## src/rtl/cache_ctrl_pkg.sv

```systemverilog
// Shared definitions for the cache request controller: FSM state encoding
// and the geometry of the 4-way cache_memory age vector.
package cache_ctrl_pkg;

  localparam int NUM_WAYS = 4;
  localparam int AGE_W    = 2;
  localparam int WAY_W    = $clog2(NUM_WAYS);

  localparam logic [AGE_W-1:0] AGE_MAX = 2'd3;

  localparam logic [2:0] ST_IDLE   = 3'd0;
  localparam logic [2:0] ST_LOOKUP = 3'd1;
  localparam logic [2:0] ST_CHECK  = 3'd2;
  localparam logic [2:0] ST_MEM_RD = 3'd3;
  localparam logic [2:0] ST_MEM_WR = 3'd4;
  localparam logic [2:0] ST_FILL   = 3'd5;
  localparam logic [2:0] ST_RESP   = 3'd6;

  typedef enum logic [2:0] {
    S_IDLE   = ST_IDLE,
    S_LOOKUP = ST_LOOKUP,
    S_CHECK  = ST_CHECK,
    S_MEM_RD = ST_MEM_RD,
    S_MEM_WR = ST_MEM_WR,
    S_FILL   = ST_FILL,
    S_RESP   = ST_RESP
  } state_e;

endpackage

```

## src/rtl/lru_victim_select.sv

```systemverilog
// Picks the least-recently-used way of the addressed set: the lowest-index
// way whose age has reached AGE_MAX, or way 0 when no way qualifies.
module lru_victim_select
  import cache_ctrl_pkg::*;
(
  input  logic [NUM_WAYS*AGE_W-1:0] ages_i,
  output logic [WAY_W-1:0]          victim_way_o
);

  // Priority search; scanning downward lets the lowest matching way win.
  always_comb begin
    victim_way_o = '0;
    for (int w = NUM_WAYS - 1; w >= 0; w--) begin
      if (ages_i[w*AGE_W +: AGE_W] == AGE_MAX) begin
        victim_way_o = w[WAY_W-1:0];
      end
    end
  end

endmodule

```

## src/rtl/cache_ctrl_fsm.sv

```systemverilog
// CPU-side cache controller: looks requests up in cache_memory, writes
// through to main memory, allocates on read miss, and keeps saturating
// hit/miss statistics. All control outputs are registered.
module cache_ctrl_fsm
  import cache_ctrl_pkg::*;
#(
  parameter int ADDR_W      = 32,
  parameter int DATA_W      = 8,
  parameter int MEM_TIMEOUT = 64,
  parameter int CNT_W       = 16
) (
  input  logic                      clk,
  input  logic                      rst,
  input  logic                      cpu_req,
  input  logic                      cpu_we,
  input  logic [ADDR_W-1:0]         cpu_addr,
  input  logic [DATA_W-1:0]         cpu_wdata,
  output logic                      cpu_ready,
  output logic [DATA_W-1:0]         cpu_rdata,
  output logic                      cpu_err,
  output logic [ADDR_W-1:0]         cm_address_word,
  output logic                      cm_try_read,
  output logic                      cm_try_write,
  output logic [DATA_W-1:0]         cm_write_data,
  input  logic [DATA_W-1:0]         cm_data,
  input  logic [NUM_WAYS*AGE_W-1:0] cm_ages,
  input  logic                      cm_hit_miss,
  input  logic [NUM_WAYS-1:0]       cm_hit_miss_set,
  output logic                      mem_req,
  output logic                      mem_we,
  output logic [ADDR_W-1:0]         mem_addr,
  output logic [DATA_W-1:0]         mem_wdata,
  input  logic                      mem_ack,
  input  logic [DATA_W-1:0]         mem_rdata,
  output logic [WAY_W-1:0]          victim_way,
  output logic [CNT_W-1:0]          hit_count,
  output logic [CNT_W-1:0]          miss_count
);

  localparam int                TMO_W    = (MEM_TIMEOUT > 2) ? $clog2(MEM_TIMEOUT) : 1;
  localparam logic [TMO_W-1:0]  TMO_LAST = TMO_W'(MEM_TIMEOUT - 1);

  function automatic logic [CNT_W-1:0] sat_inc(input logic [CNT_W-1:0] v);
    return (&v) ? v : v + 1'b1;
  endfunction

  state_e              state_q;
  logic                we_q;
  logic [ADDR_W-1:0]   addr_q;
  logic [DATA_W-1:0]   wdata_q;
  logic [DATA_W-1:0]   rdata_q;
  logic [TMO_W-1:0]    tmo_q;
  logic                cpu_ready_q, cpu_err_q;
  logic [DATA_W-1:0]   cpu_rdata_q;
  logic [ADDR_W-1:0]   cm_addr_q;
  logic                cm_rd_q, cm_wr_q;
  logic [DATA_W-1:0]   cm_wdata_q;
  logic                mem_req_q, mem_we_q;
  logic [ADDR_W-1:0]   mem_addr_q;
  logic [DATA_W-1:0]   mem_wdata_q;
  logic [CNT_W-1:0]    hit_cnt_q, miss_cnt_q;
  logic [CNT_W-1:0]    hit_cnt_d, miss_cnt_d;

  // The hit-way one-hot is informational here; the fill way is chosen by cache_memory.
  logic unused_hit_set;
  assign unused_hit_set = ^cm_hit_miss_set;

  assign hit_cnt_d  = sat_inc(hit_cnt_q);
  assign miss_cnt_d = sat_inc(miss_cnt_q);

  // Request sequencing: each transition also sets the outputs the next state presents.
  always_ff @(posedge clk or posedge rst) begin
    if (rst) begin
      state_q     <= S_IDLE;
      we_q        <= 1'b0;
      addr_q      <= '0;
      wdata_q     <= '0;
      rdata_q     <= '0;
      tmo_q       <= '0;
      cpu_ready_q <= 1'b0;
      cpu_err_q   <= 1'b0;
      cpu_rdata_q <= '0;
      cm_addr_q   <= '0;
      cm_rd_q     <= 1'b0;
      cm_wr_q     <= 1'b0;
      cm_wdata_q  <= '0;
      mem_req_q   <= 1'b0;
      mem_we_q    <= 1'b0;
      mem_addr_q  <= '0;
      mem_wdata_q <= '0;
      hit_cnt_q   <= '0;
      miss_cnt_q  <= '0;
    end else begin
      case (state_q)
        S_IDLE: begin
          if (cpu_req) begin
            we_q       <= cpu_we;
            addr_q     <= cpu_addr;
            wdata_q    <= cpu_wdata;
            rdata_q    <= '0;
            cm_addr_q  <= cpu_addr;
            cm_rd_q    <= ~cpu_we;
            cm_wr_q    <= cpu_we;
            cm_wdata_q <= cpu_we ? cpu_wdata : '0;
            state_q    <= S_LOOKUP;
          end
        end
        S_LOOKUP: begin
          cm_rd_q    <= 1'b0;
          cm_wr_q    <= 1'b0;
          cm_wdata_q <= '0;
          state_q    <= S_CHECK;
        end
        S_CHECK: begin
          if (cm_hit_miss) hit_cnt_q  <= hit_cnt_d;
          else             miss_cnt_q <= miss_cnt_d;
          tmo_q <= '0;
          if (we_q || !cm_hit_miss) begin
            mem_req_q   <= 1'b1;
            mem_we_q    <= we_q;
            mem_addr_q  <= addr_q;
            mem_wdata_q <= wdata_q;
            state_q     <= we_q ? S_MEM_WR : S_MEM_RD;
          end else begin
            rdata_q     <= cm_data;
            cpu_ready_q <= 1'b1;
            cpu_rdata_q <= cm_data;
            cpu_err_q   <= 1'b0;
            state_q     <= S_RESP;
          end
        end
        S_MEM_RD, S_MEM_WR: begin
          if (mem_ack || tmo_q == TMO_LAST) begin
            mem_req_q   <= 1'b0;
            mem_we_q    <= 1'b0;
            mem_addr_q  <= '0;
            mem_wdata_q <= '0;
          end
          if (mem_ack && state_q == S_MEM_RD) begin
            rdata_q    <= mem_rdata;
            cm_wr_q    <= 1'b1;
            cm_wdata_q <= mem_rdata;
            state_q    <= S_FILL;
          end else if (mem_ack) begin
            cpu_ready_q <= 1'b1;
            cpu_rdata_q <= '0;
            cpu_err_q   <= 1'b0;
            state_q     <= S_RESP;
          end else if (tmo_q == TMO_LAST) begin
            cpu_ready_q <= 1'b1;
            cpu_rdata_q <= '0;
            cpu_err_q   <= 1'b1;
            state_q     <= S_RESP;
          end else begin
            tmo_q <= tmo_q + 1'b1;
          end
        end
        S_FILL: begin
          cm_wr_q     <= 1'b0;
          cm_wdata_q  <= '0;
          cpu_ready_q <= 1'b1;
          cpu_rdata_q <= rdata_q;
          cpu_err_q   <= 1'b0;
          state_q     <= S_RESP;
        end
        S_RESP: begin
          cpu_ready_q <= 1'b0;
          cpu_rdata_q <= '0;
          cpu_err_q   <= 1'b0;
          state_q     <= S_IDLE;
        end
        default: state_q <= S_IDLE;
      endcase
    end
  end

  assign cpu_ready       = cpu_ready_q;
  assign cpu_rdata       = cpu_rdata_q;
  assign cpu_err         = cpu_err_q;
  assign cm_address_word = cm_addr_q;
  assign cm_try_read     = cm_rd_q;
  assign cm_try_write    = cm_wr_q;
  assign cm_write_data   = cm_wdata_q;
  assign mem_req         = mem_req_q;
  assign mem_we          = mem_we_q;
  assign mem_addr        = mem_addr_q;
  assign mem_wdata       = mem_wdata_q;
  assign hit_count       = hit_cnt_q;
  assign miss_count      = miss_cnt_q;

  lru_victim_select u_victim (
    .ages_i       (cm_ages),
    .victim_way_o (victim_way)
  );

endmodule

```

## config.mk

```make
export PLATFORM = sky130hd
export DESIGN_NAME = cache_ctrl_fsm
export DESIGN_NICKNAME = d
export VERILOG_FILES = /design/src/rtl/cache_ctrl_pkg.sv /design/src/rtl/lru_victim_select.sv /design/src/rtl/cache_ctrl_fsm.sv
export SDC_FILE = /design/constraint.sdc
export NUM_CORES = 1
export LEC_CHECK = 0
export ABC_CLOCK_PERIOD_IN_PS = 4700
export CAP_MARGIN = 20
export CORE_UTILIZATION = 40
export CTS_BUF_LIST = sky130_fd_sc_hd__clkbuf_2
export DETAILED_ROUTE_END_ITERATION = 10
export GPL_ROUTABILITY_DRIVEN = 0
export PLACE_DENSITY = 0.79
export SLEW_MARGIN = 15
export SYNTH_ARGS = -nofsm -noshare
export SYNTH_HDL_FRONTEND = slang
export SYNTH_SLANG_ARGS = --single-unit
```

## constraint.sdc

```tcl
create_clock -name clk -period 4.7 [get_ports clk]
set_clock_uncertainty 0.1 [all_clocks]
set_input_delay 0.47 -clock clk [delete_from_list [all_inputs] [get_ports clk]]
set_output_delay 0.47 -clock clk [all_outputs]
set_load 0.005 [all_outputs]
```

Word-level counts from Yosys, hierarchy flattened
Index checks and enable logic that the tools add are counted.
Word-level totals
  flip-flop bits (word level): 152
  input port bits: 74
  output and inout bits: 128
  word-level logic and storage cells: 124
Cells by class
  add/sub/neg operators: 3
  eq/ne operators: 21
  muxes and demuxes: 51
  bitwise logic cells: 4
  reduce and logical (&&, ||, !) cells: 27
Operator list (count)
  8-bit two-way mux: 10
  32-bit two-way mux: 2
  32-bit one-hot mux with 2 select lines: 1
  8-bit one-hot mux with 3 select lines: 2
  16-bit by 1-bit adder with 16-bit output, second input constant: 2
  8-bit one-hot mux with 4 select lines: 1
  16-bit AND reduction: 2
  3-bit two-way mux: 6
  6-bit two-way mux: 3
  2-bit inequality test, second input constant: 8
  8-bit one-hot mux with 2 select lines: 1
  4-bit AND reduction: 4
  3-bit one-hot mux with 5 select lines: 1
  1-bit two-way mux: 13
  6-bit one-hot mux with 2 select lines: 1
  3-bit AND reduction: 4
  3-bit equality test, second input constant: 3
  3-bit nonzero test: 3
  2-bit equality test, second input constant: 4
  2-bit two-way mux: 4
  6-bit by 1-bit adder with 6-bit output, second input constant: 1
  3-bit by 2-bit equality test with 1-bit output, second input constant: 2
  6-bit equality test, second input constant: 1
  1-bit one-hot mux with 2 select lines: 3
  14 further kinds: 24

Longest topological paths before layout
Gate-level depths: netlist of run 1.
  depth after elaboration: 5
  gate-level depth with buffers: 7
  mapped depth without buffers: 6

Modules after synthesis
From an unflattened synthesis of run 1, not the netlist that was laid out.
Unflattened totals
  cells, all modules: 548
  area, all modules: 6849.1 sq um
By module, submodules not included
  cache_ctrl_fsm: instances 1, cells each 543, area an instance 6817.8 sq um, sequential area each 3803.6 sq um
  lru_victim_select: instances 1, cells each 5, area an instance 31.3 sq um, sequential area each 0.0 sq um

Worst setup path before layout of run 1
OpenSTA, ideal clock, no wires.
  kind: register -> register
  start: register miss_cnt_q[0], in the netlist miss_count[0]
  end: register miss_cnt_q[1], in the netlist miss_count[1]
  setup time: 125 ps
  arrival time: 1576 ps
  required time: 4475 ps
  slack: 2899 ps
  stages on the path, launching flop included: 6
  path buffers: 0
  period minus slack after synthesis: 1801 ps
  cells stage by stage: dfrtp_1 -> ha_1 -> inv_1 -> nor3_1 -> a31oi_4 -> mux2_2
On the way
  longest elaborated chain between the ends: 3
  elaborated cells between the ends (all ways): 4
  classes of those cells: add/sub (1); bitwise (1); reduce/logical (2)
RTL lines
  start: declaration: line cache_ctrl_fsm.sv:61  | logic [CNT_W-1:0] hit_cnt_q, miss_cnt_q;
  start signal: assignment: line cache_ctrl_fsm.sv:116  | else miss_cnt_q <= miss_cnt_d;
  parallel branches: the longest is 3 deep, another holds 16-bit by 1-bit adder with 16-bit output
Parallel ways; which one is timed is not known.
A chain may end at the register's enable or synchronous reset.

Worst setup path in the final report of run 1
  start: register state_q[1]
  end: register mem_addr_q[23], in the netlist mem_addr[23]
On the way
  longest elaborated chain between the ends: 4
  elaborated cells between the ends (all ways): 9
  classes of those cells: eq/ne (5); mux (1); reduce/logical (3)
RTL lines
  start: declaration: line cache_ctrl_fsm.sv:47  | state_e state_q;
  start signal: assignment: line cache_ctrl_fsm.sv:123  | state_q <= we_q ? S_MEM_WR : S_MEM_RD;
  3-bit by 2-bit equality test with 1-bit output / 3-bit equality test (equally long branches): line cache_ctrl_fsm.sv:94  | case (state_q)
  2-bit OR reduction: line cache_ctrl_fsm.sv:94
  2-bit inequality test (no line) / 2-bit nonzero test (equally long branches)
  3-bit AND reduction (no line)
  end signal: assignment: line cache_ctrl_fsm.sv:121  | mem_addr_q <= addr_q;
  end: declaration: line cache_ctrl_fsm.sv:59  | logic [ADDR_W-1:0] mem_addr_q;
Parallel ways exist; a longest one is shown, timed or not.

==> metrics.md, run 1 <==
| Metric | Value |
|---|---|
| Status | finished, final reports clean |
| FF+latch count, synth | 152 |
| Simple-gate share of the synthesized area | 0.0956 |
| Setup ws final | around 1700 ps |
| R2R depth | 6 |
| Post-synthesis compound-gate area fraction | 0.160 |
| Filler cell count | ~1.4k |
| TritonCTS clock tree | done |
| Final core occ | 0.558 |
| Distinct cells, synth | 57 |
| Worst Hold Class | input pin to asynchronous set/reset pin |
| Ys async rst share | 1.00 |
| WL/cell | 16.9 um |
| Total CTS buffers | 17 |
| Slowest cell on the critical path | dfrtp_1 |
| Startpoint type of the worst setup path | register |
| GRT overflow | 0 |
| Die Span Y | approximately 130 um |
| Worst path max stage delay | 1000 ps |
| XOR/XNOR share of the synthesized area | 0.0405 |
| Routed Antenna Nets | 0 |
| Mux cell area share after synthesis | 0.0852 |
| Final Cycle Share | 0.636 |
| Clock Latency Late Sink | 680 ps |
| Synth top area share | 0.586 |
| H-tree depth | 4 |
| Reg-to-reg endpoint | mem_addr[23] |
| Post-CTS sizing | 0 |
| DIE WIDTH | between 100 and 150 um |
| Setup Crit Path Kind | register to register |
| Largest family of logic cells by synthesized area | compound AO/OA/AOI/OAI gates |
| Hold buffers post-CTS | 0 |
| # IOs | around 200 |
| Worst-path clk slew | 230 ps |
| Initial antenna violation count | 0 |
| Vias in the first global route | ~5.1k |
| # diodes | 0 |
| Global Route Usage Sum | 0.198 |
| Mapped Avg Cell Area | approximately 12 um^2 |
| Maximum vdd drop | about 0.34 mV |
| Starting density of the core | 0.409 |
| P_leak | approximately 0.0037 uW |
| Detail Placement HPWL | around 11 mm |
| Final WL | ~16 mm |
| Ys flop type | dfrtp_1 |
| Number of synthesized flops with an enable pin | 0 |
| Crit-path max FO | 26 |
| Final min period | ~3000 ps |
| Critical Path Source | state_q[1] |
| Post-route cell area | ~8900 um^2 |
| Post-Syn Area | approximately 6500 um^2 |
| Number of warnings issued by yosys | 0 |
| Cell family with most CP delay | flip-flops |
| Sequential element share of the synthesized area | 0.586 |
| Clock root buffer | clkbuf_2 |
| Cell mode on critical path | buf_4 |
| Core Footprint | roughly 16000 um^2 |
| Nature of the critical path endpoint | register |
| Cells along the critical path | nand2b_1 > o22ai_1 > buf_4 > a21oi_4 > buf_4 > a22o_1 |
| I/O Buffers | roughly 200 |
| # Max-Cap Violations | 0 |
| Post-Synthesis Net Count | slightly above 600 |
| Achievable Freq | ~330 MHz |
| Setup slack, reg-to-reg | 1710 ps |
| Vias | around 5k |
| Worst Path Buf+Inv | 2 |
| Die area | roughly 17000 um^2 |
| Power per cell area | around 570 nW/um^2 |
| First-pass detailed-route iteration total | 4 |
| Vias per inst | between 5 and 6 |
| Finish-stage setup viols | 0 |
| Most common library cells after synthesis | 152 x dfrtp_1, 41 x a22o_1, 40 x mux2_2 |
| # DRC | 0 |
| Most frequent cell after synthesis | dfrtp_1 |
| Final Hold Fails | 0 |
| Clock Tree Buf Depth | 2 |
| Largest area contributor in the netlist | dfrtp_1 |
| Setup WS pre-CTS | approximately 1600 ps |
| Largest net degree at the start of global routing | 96 |
| Adder-cell share of the synthesized area | 0.00578 |
| RSZ-0062 raised after global routing | no |
| Gate Count Post-Synth | 530 |
| Setup Fix Bufs, Post-CTS | 0 |
| Top area cells in the synthesized netlist | dfrtp_1 59%, mux2_2 6.9%, a22o_1 5.5% |
| Worst r2r src | state_q[1] |
| Global-route wire length before repair | between 20 and 30 mm |
| Worst-Margin Slew | 948 ps |
| Share of cells above drive strength 1 | 0.130 |
| Rel. slew slack | 0.368 |
| Cell Area, Placed | around 8700 um^2 |
| Synth-to-layout area growth | 36.5% |
| Clock sink total | 152 |
| Final net count | 802 |
| Max Slew Vio Count | 0 |
| Initial DRC Count | 288 |
| Crit path DAT | roughly 3500 ps |
| Site Rows | 46 |
| Total negative slack | 0 ps |
| Critical Path RT | ~5200 ps |
-- layer usage --
| layer | up-vias | global-route usage | wire, um |
|---|---|---|---|
| met4 | 0 | 0.0983 | 420 |
| met3 | 35 | 0.0500 | 919 |
| met2 | 168 | 0.315 | 7840 |
| met1 | 2497 | 0.252 | 6990 |
| met5 | - | 0 | 0 |
| li1 | 2332 | - | - |
-- placed cells by master, fill, tap and decap left out, types with 7 or more instances in the layout --
cell,Yosys,layout
clkdlybuf4s50_1,0,197
dfrtp_1,152,152
a22o_1,41,41
mux2_2,40,40
nand2_1,38,38
nor2_1,26,26
xnor2_1,25,25
o21ai_0,24,24
a21oi_1,23,23
clkbuf_2,0,20
a22oi_1,17,17
nand4_1,13,13
nand3_1,9,9
mux2i_1,8,8
and3_1,7,7
a31oi_1,7,7
buf_4,2,7
-- layout make-up --
class,instances,area (um^2),area share
inverter,7,31.3,0.00353
multi-input combinational,343,2530,0.285
timing repair buffer,204,2020,0.228
clock buffer,20,100,0.0113
sequential,152,3800,0.429
tap,216,270,0.0305
clock inverter,12,103,0.0116
-- report_power, final --
part / switching (uW) / internal [uW]
Combinational: 921 / 1300
Sequential: 427 / 1780
Clock: 460 / 194
Total: 1810 / 3280
-- stage by stage --
step                      hold slack [ps]  power [uW]  std cells
after global placement                363        4350        922
after CTS                             171        5130        954
after floorplan                       352        3340        530
after detailed placement              370        4470        922
final                                 191        5080        954
after global routing                  169        5440        954
-- worst max path at each step --
stage          cells past startpoint  slack, ps            endpoint
6_report                           6       1710        mem_addr[23]
5_1_grt                            6       1480        mem_addr[14]
4_1_cts                            6       1670        mem_addr[23]
3_5_place_dp                       7       1650        mem_addr[19]
3_3_place_gp                       7       1740        mem_addr[16]
2_1_floorplan                      1         40  cm_address_word[0]
-- flip-flops by register name, indices dropped and copies added (netlist names), 3 cells and up --
signal	flops
state_q	3
cpu_rdata	8
mem_addr	32
mem_wdata	8
cm_address_word	32
wdata_q	8
tmo_q	6
rdata_q	8
cm_write_data	8
hit_count	16
miss_count	16
-- worst reg2reg max path: cells and delay by family, from the launching register on --
kind,cells,cell delay [ps]
AND/OR/NAND/NOR,1,310
flip-flops,1,1000
AO/OA/AOI/OAI,3,940
buffers and inverters,2,610
-- logic make-up (layout without fill, tap and decap cells) --
kind of cell    Yosys count  after routing
compound gates          141            141
fa+ha+maj                 3              3
buf+inv                  35            243
xor+xnor                 30             30
mux                      50             50
flops                   152            152
simple gates            119            119
No activity file was read; power rests on OpenSTA's default activity.
==> run 2, diff against run 1 <==
- ABC_CLOCK_PERIOD_IN_PS: 4700 -> 3000
- PLACE_DENSITY: 0.79 -> 0.76
- clock period: 4.7 -> 3 ns (I/O delays scaled with it)
==> run 2 against run 1 <==
Effect of this change: non-clock buffer count rose by 31; worst setup slack got worse by 1000 ps; global-route usage is 1.2 points higher; highest routed layer unchanged; hold slack worse by 58 ps; flip-flop and latch count did not move; sequential share of layout area decreased by 1.7 points; combinational power rose by 65%; sequential power up 54%; count of clock-buffer cells in the layout fell by 2; core utilization up 2.3 points; first-iteration DRC count is 11% lower; die area stayed put.
==> metrics.md, run 2 (same netlist as run 1, synthesis figures left out) <==
| Metric | Value |
|---|---|
| # diodes | 0 (unchanged) |
| # Max-Cap Violations | 0 (unchanged) |
| Synth-to-layout area growth | 42.1% |
| Achievable Freq | 434 MHz (+30%) |
| Vias | 5092 (+1.2%) |
| Initial antenna violation count | 0 (unchanged) |
| Slowest cell on the critical path | dfrtp_1 |
| H-tree depth | 4 (unchanged) |
| Vias in the first global route | 5242 (+2.8%) |
| Final min period | 2300 ps (-688 ps) |
| Flop pwr share | 0.417 (-0.018) |
| Setup Crit Path Kind | register to register |
| Most frequent cells in the layout | 197 x clkdlybuf4s50_1, 152 x dfrtp_1, 41 x a22o_1, 40 x mux2_2, 38 x nand2_1 |
| Worst Path Buf+Inv | 1 (-1) |
| Routed Antenna Nets | 0 (unchanged) |
| Nature of the critical path endpoint | register |
| Startpoint type of the worst setup path | register |
| P_leak | 0.00387 uW (+3.7%) |
| # DRC | 0 (unchanged) |
| Detail Placement HPWL | 11.8 mm (+3.0%) |
| Global Route Usage Sum | 0.210 (+0.0117) |
| Largest net degree at the start of global routing | 81 (-16%) |
| Vias per inst | 5.17 (-1.9%) |
| Net Sw Power | 2880 uW (+59%) |
| Clock power frac | 0.134 (+0.005) |
| Core Footprint | 15900 um^2 (unchanged) |
| Worst-path clk slew | 210 ps (-20 ps) |
| Site Rows | 46 (unchanged) |
| Share of cells above drive strength 1 | 0.126 (-0.00378) |
| Power per cell area | 885 nW/um^2 (+54%) |
| Clock sink total | 152 (unchanged) |
| # IOs | 202 (unchanged) |
| Cells along the critical path | buf_4 > nor2_1 > nand2_1 > a21boi_2 > nand2b_1 > o31a_1 |
| Crit-path max FO | 18 (-31%) |
| Crit path DAT | 2800 ps (-700 ps) |
| Max Slew Vio Count | 0 (unchanged) |
| Sw Share | 0.353 (-0.00279) |
| Worst Hold Slack | 133 ps (-57.7 ps) |
| I/O Buffers | 197 (unchanged) |
| Initial DRC Count | 257 (-11%) |
| Die Span Y | 129 um (unchanged) |
| Total CTS buffers | 17 (unchanged) |
| GRT overflow | 0 (unchanged) |
| Clock Tree Buf Depth | 2 (unchanged) |
| Worst-Margin Slew | 829 ps (-120 ps) |
| Commonest non-fill, non-tap cell in the layout | clkdlybuf4s50_1 |
| Die area | 16700 um^2 (unchanged) |
| Total negative slack | 0 ps (unchanged) |
| Comb pwr share | 0.449 (+0.012) |
| Critical Path RT | 3490 ps (-1720 ps) |
| Final WL | 17.1 mm (+5.5%) |
| WL/cell | 17.3 um (+2.3%) |
| Final net count | 833 (+3.9%) |
| DIE WIDTH | 129 um (unchanged) |
| Status | finished, final reports clean |
| Worst Hold Class | input pin to register |
| Final Cycle Share | 0.767 (+0.131) |
| TritonCTS clock tree | done |
| Cell family with most CP delay | compound AO/OA/AOI/OAI gates |
| Global-route wire length before repair | 26.9 mm (+4.8%) |
| Starting density of the core | 0.409 (unchanged) |
| First-pass detailed-route iteration total | 4 (unchanged) |
| Final Hold Fails | 0 (unchanged) |
| Maximum vdd drop | 0.475 mV (+40%) |
| Rel. slew slack | 0.445 (+0.0773) |
| Clock root buffer | clkbuf_2 |
| Worst path max stage delay | 660 ps (-340 ps) |
| P_int | 5280 uW (+61%) |
| RSZ-0062 raised after global routing | no |
| Clock Latency Late Sink | 700 ps (+20 ps) |
| Finish-stage setup viols | 0 (unchanged) |
## run 2: final timing paths
kind                              start                  end  slack (ps)  cells after the start
max in group asynchronous           rst         hit_count[5]        1510                      4
max                          state_q[1]         cm_try_write         700                      6
min                        cpu_addr[25]  cm_address_word[25]         130                      2
min reg2reg                    tmo_q[4]             tmo_q[4]         400                      1
max reg2reg                  state_q[1]         cm_try_write         700                      6
min in group asynchronous           rst  cm_address_word[13]         430                      3
## run 2: layout make-up
cell class,instances,area [um^2]
fillers,1320,6660
flip-flops and latches,152,3800
multi-input cells,343,2530
repair buffers,235,2370
well taps,216,270
clock inverters,13,131
clock buffers,18,90.1
inverters,7,30.0
## run 2: timing repair
action                    in CTS  in global routing
buffers inserted               0                  0
hold buffers                  10                 17
gates resized for setup        0                  0
hold endpoints to repair      34                 17
## run 2: per-layer routing
metal,vias up,wire length [um],GRT usage
met5,-,0,0
met4,0,172,0.0713
met3,14,1100,0.0756
met2,159,8690,0.347
met1,2531,7100,0.254
li1,2388,-,-
## run 2: power by group through the flow
stage / Clock [uW] / Combinational, uW / Sequential (uW)
2_1_floorplan: 0 / 1900 / 3330
3_5_place_dp: 0 / 3650 / 3430
6_report: 1090 / 3670 / 3410
3_3_place_gp: 0 / 3470 / 3390
5_1_grt: 1240 / 4000 / 3510
4_1_cts: 1140 / 3670 / 3400
## run 2: per-stage QoR
stage / utilization / total power (uW) / cell area [um^2] / instances / setup slack (ps)
2_1_floorplan: - / 5230 / 6500 / 530 / 683
3_3_place_gp: 0.548 / 6860 / 8700 / 925 / 469
3_5_place_dp: 0.550 / 7080 / 8730 / 926 / 673
4_1_cts: 0.570 / 8220 / 9050 / 967 / 695
5_1_grt: 0.581 / 8760 / 9220 / 984 / 440
6_report: 0.581 / 8170 / 9220 / 984 / 698
==> run 3, diff against run 2 <==
- ABC_CLOCK_PERIOD_IN_PS: 3000 -> 2120
- clock period: 3 -> 2.12 ns (I/O delays scaled with it)
==> run 3 against run 2 <==
Effect of this change: clock power is 89% higher; first-iteration DRC count is 2.7% higher; sequential share of layout area is 2.4 points lower; count of clock-buffer cells in the layout is 2 higher; sequential power is 40% higher; cell count is 5.2% higher; global-route usage is 0.72 points higher; cell area is 6.5% higher; total power is 52% higher; worst setup slack worse by 580 ps; largest power group unchanged.
==> metrics.md, run 3 (same netlist as run 1, synthesis figures left out) <==
| Metric | Value |
|---|---|
| Initial antenna violation count | 0 (unchanged) |
| Nature of the critical path endpoint | output port |
| Critical Path RT | 1810 ps (-1680 ps) |
| Final min period | approximately 2000 ps |
| Vias in the first global route | 5548 (+5.8%) |
| Power Total | 12400 uW (+52%) |
| # IOs | 202 (unchanged) |
| Maximum vdd drop | 0.673 mV (+42%) |
| WL/cell | 17.0 um (-1.8%) |
| Crit-path max FO | 3 (-15) |
| Synth-to-layout area growth | 51.3% |
| Die area | 16700 um^2 (unchanged) |
| Filler cell count | 1252 (-5.2%) |
| Initial DRC Count | 264 (+2.7%) |
| Commonest non-fill, non-tap cell in the layout | clkdlybuf4s50_1 |
| Power per cell area | 1270 nW/um^2 (+43%) |
| TritonCTS clock tree | done |
| Cell family with most CP delay | buffers and inverters |
| # diodes | 0 (unchanged) |
| Worst Hold Class | input pin to register |
| Max Slew Vio Count | 0 (unchanged) |
| Final WL | 17.6 mm (+3.3%) |
| Clock Latency Late Sink | 710 ps (about the same) |
| Cells along the critical path | clkdlybuf4s50_1 |
| Storage element area | 3810 um^2 (+0.26%) |
| H-tree depth | 4 (unchanged) |
| Cell Area, Placed | 8820 um^2 (+0.97%) |
| DIE WIDTH | 129 um (unchanged) |
| Achievable Freq | roughly 500 MHz |
| Multi-input logic area | 2550 um^2 (+0.84%) |
| Worst-Margin Slew | 539 ps (-290 ps) |
| Setup ws final | 117 ps (-581 ps) |
| Clock root buffer | clkbuf_2 |
| Core Footprint | 15900 um^2 (unchanged) |
| Final std cells w/o fill | 1035 (+5.2%) |
| Site Rows | 46 (unchanged) |
| P_leak | 0.00420 uW (+8.6%) |
| # DRC | 0 (unchanged) |
| Crit path DAT | 1690 ps (-1110 ps) |
| Clock sink total | 152 (unchanged) |
| Final Cycle Share | 0.945 |
| Global-route wire length before repair | 28.0 mm (+4.1%) |
| Final Hold Fails | 0 (unchanged) |
| Detail Placement HPWL | 11.5 mm (-2.5%) |
| Net Sw Power | 4190 uW (+45%) |
| Routed Antenna Nets | 0 (unchanged) |
| Share of cells above drive strength 1 | 0.170 (+0.0434) |
| Die Span Y | 129 um (unchanged) |
| Vias | 5404 (+6.1%) |
| Worst path max stage delay | 520 ps (-140 ps) |
| Global Route Usage Sum | 0.217 (+0.00719) |
| Final net count | 884 (+6.1%) |
| Finish-stage setup viols | 0 (unchanged) |
| Vias per inst | 5.22 (+0.90%) |
| Flop pwr share | 0.383 (-0.034) |
| Worst Path Buf+Inv | 1 (unchanged) |
| First-pass detailed-route iteration total | 4 (unchanged) |
| Starting density of the core | 0.409 (unchanged) |
| Rel. slew slack | 0.641 (+0.196) |
| Post-route cell area | 9820 um^2 (+6.5%) |
| P_int | 8250 uW (+56%) |
| Sw Share | 0.337 (-0.0161) |
| Largest net degree at the start of global routing | 74 (-8.6%) |
| I/O Buffers | 197 (unchanged) |
| Final core occ | 0.618 (+0.0376) |
| Clock Tree Buf Depth | 2 (unchanged) |
| Placed cells | 935 (+0.97%) |
| Worst-path clk slew | 220 ps (about the same) |
| # Max-Cap Violations | 0 (unchanged) |
| Comb pwr share | 0.451 (+0.002) |
| Slowest cell on the critical path | clkdlybuf4s50_1 |
| Setup WS pre-CTS | 55.1 ps (-618 ps) |
| Setup Crit Path Kind | register to output port |
| Startpoint type of the worst setup path | register |
| Most frequent cells in the layout | 193 x clkdlybuf4s50_1, 144 x dfrtp_1, 48 x dlygate4sd3_1, 41 x a22o_1, 40 x mux2_2 |
| Status | finished, final reports clean |
| Clock power frac | 0.166 (+0.032) |
| Total CTS buffers | 17 (unchanged) |
| GRT overflow | 0 (unchanged) |
==> run 3: changes by cell type in the layout (fill, tap and decap cells not counted), sizes merged <==
cell and change:
clkinvlp -3, clkdlybuf4s50 -4, clkbuf +2, dlymetal6s2s +3, clkinv -3, buf +30, dlygate4sd2 +1, dlygate4sd3 +21
bufinv +4
==> run 3: cell type report <==
| type | instances | share of cell area |
|---|---|---|
| well taps | 216 | 0.0275 |
| multi-input cells | 343 | 0.260 |
| flip-flops and latches | 152 | 0.388 |
| repair buffers | 286 | 0.289 |
| clock buffers | 20 | 0.0102 |
| inverters | 7 | 0.00306 |
| clock inverters | 11 | 0.0225 |
==> run 3: what timing repair did <==
item | in CTS | in global routing
endpoints found under the hold margin | 201 | 0
endpoints found under the setup margin | 8 | 72
pin swaps | 0 | 0
setup buffers | 2 | 19
resized for setup | 7 | 10
hold buffers | 48 | 0
==> run 3: worst paths after layout <==
kind / endpoint / startpoint / cells after the start / slack (ps)
min in group asynchronous: mem_addr[13] / rst / 3 / 210
max in group asynchronous: miss_count[5] / rst / 4 / 1030
worst min-delay path: cm_write_data[0] / mem_rdata[0] / 3 / 110
worst max register to register: cm_address_word[14] / state_q[2] / 5 / 180
worst min register to register: cpu_rdata[3] / cpu_rdata[3] / 2 / 400
worst max-delay path: cm_address_word[18] / cm_address_word[18] / 1 / 120
==> run 3: power by group through the flow <==
stage               clock network (uW)  logic [uW]  registers, uW
finish                            2060        5620           4770
global route                      2230        6090           4900
CTS                               2120        5450           4760
detailed placement                   0        5350           4800
global placement                     0        5190           4740
floorplan                            0        2690           4710
==> run 3: stage by stage <==
step | hold slack [ps] | setup TNS, ps
final | 107 | 0
after global routing | 32.7 | -19.4
after CTS | 7.52 | 0
after detailed placement | 370 | 0
after global placement | 365 | 0
after floorplan | 229 | -16560
==> run 3: metal layers <==
layer,part of all wire,track usage
met5,0,0
met4,0.026,0.104
met3,0.065,0.0636
met2,0.50,0.361
met1,0.41,0.259
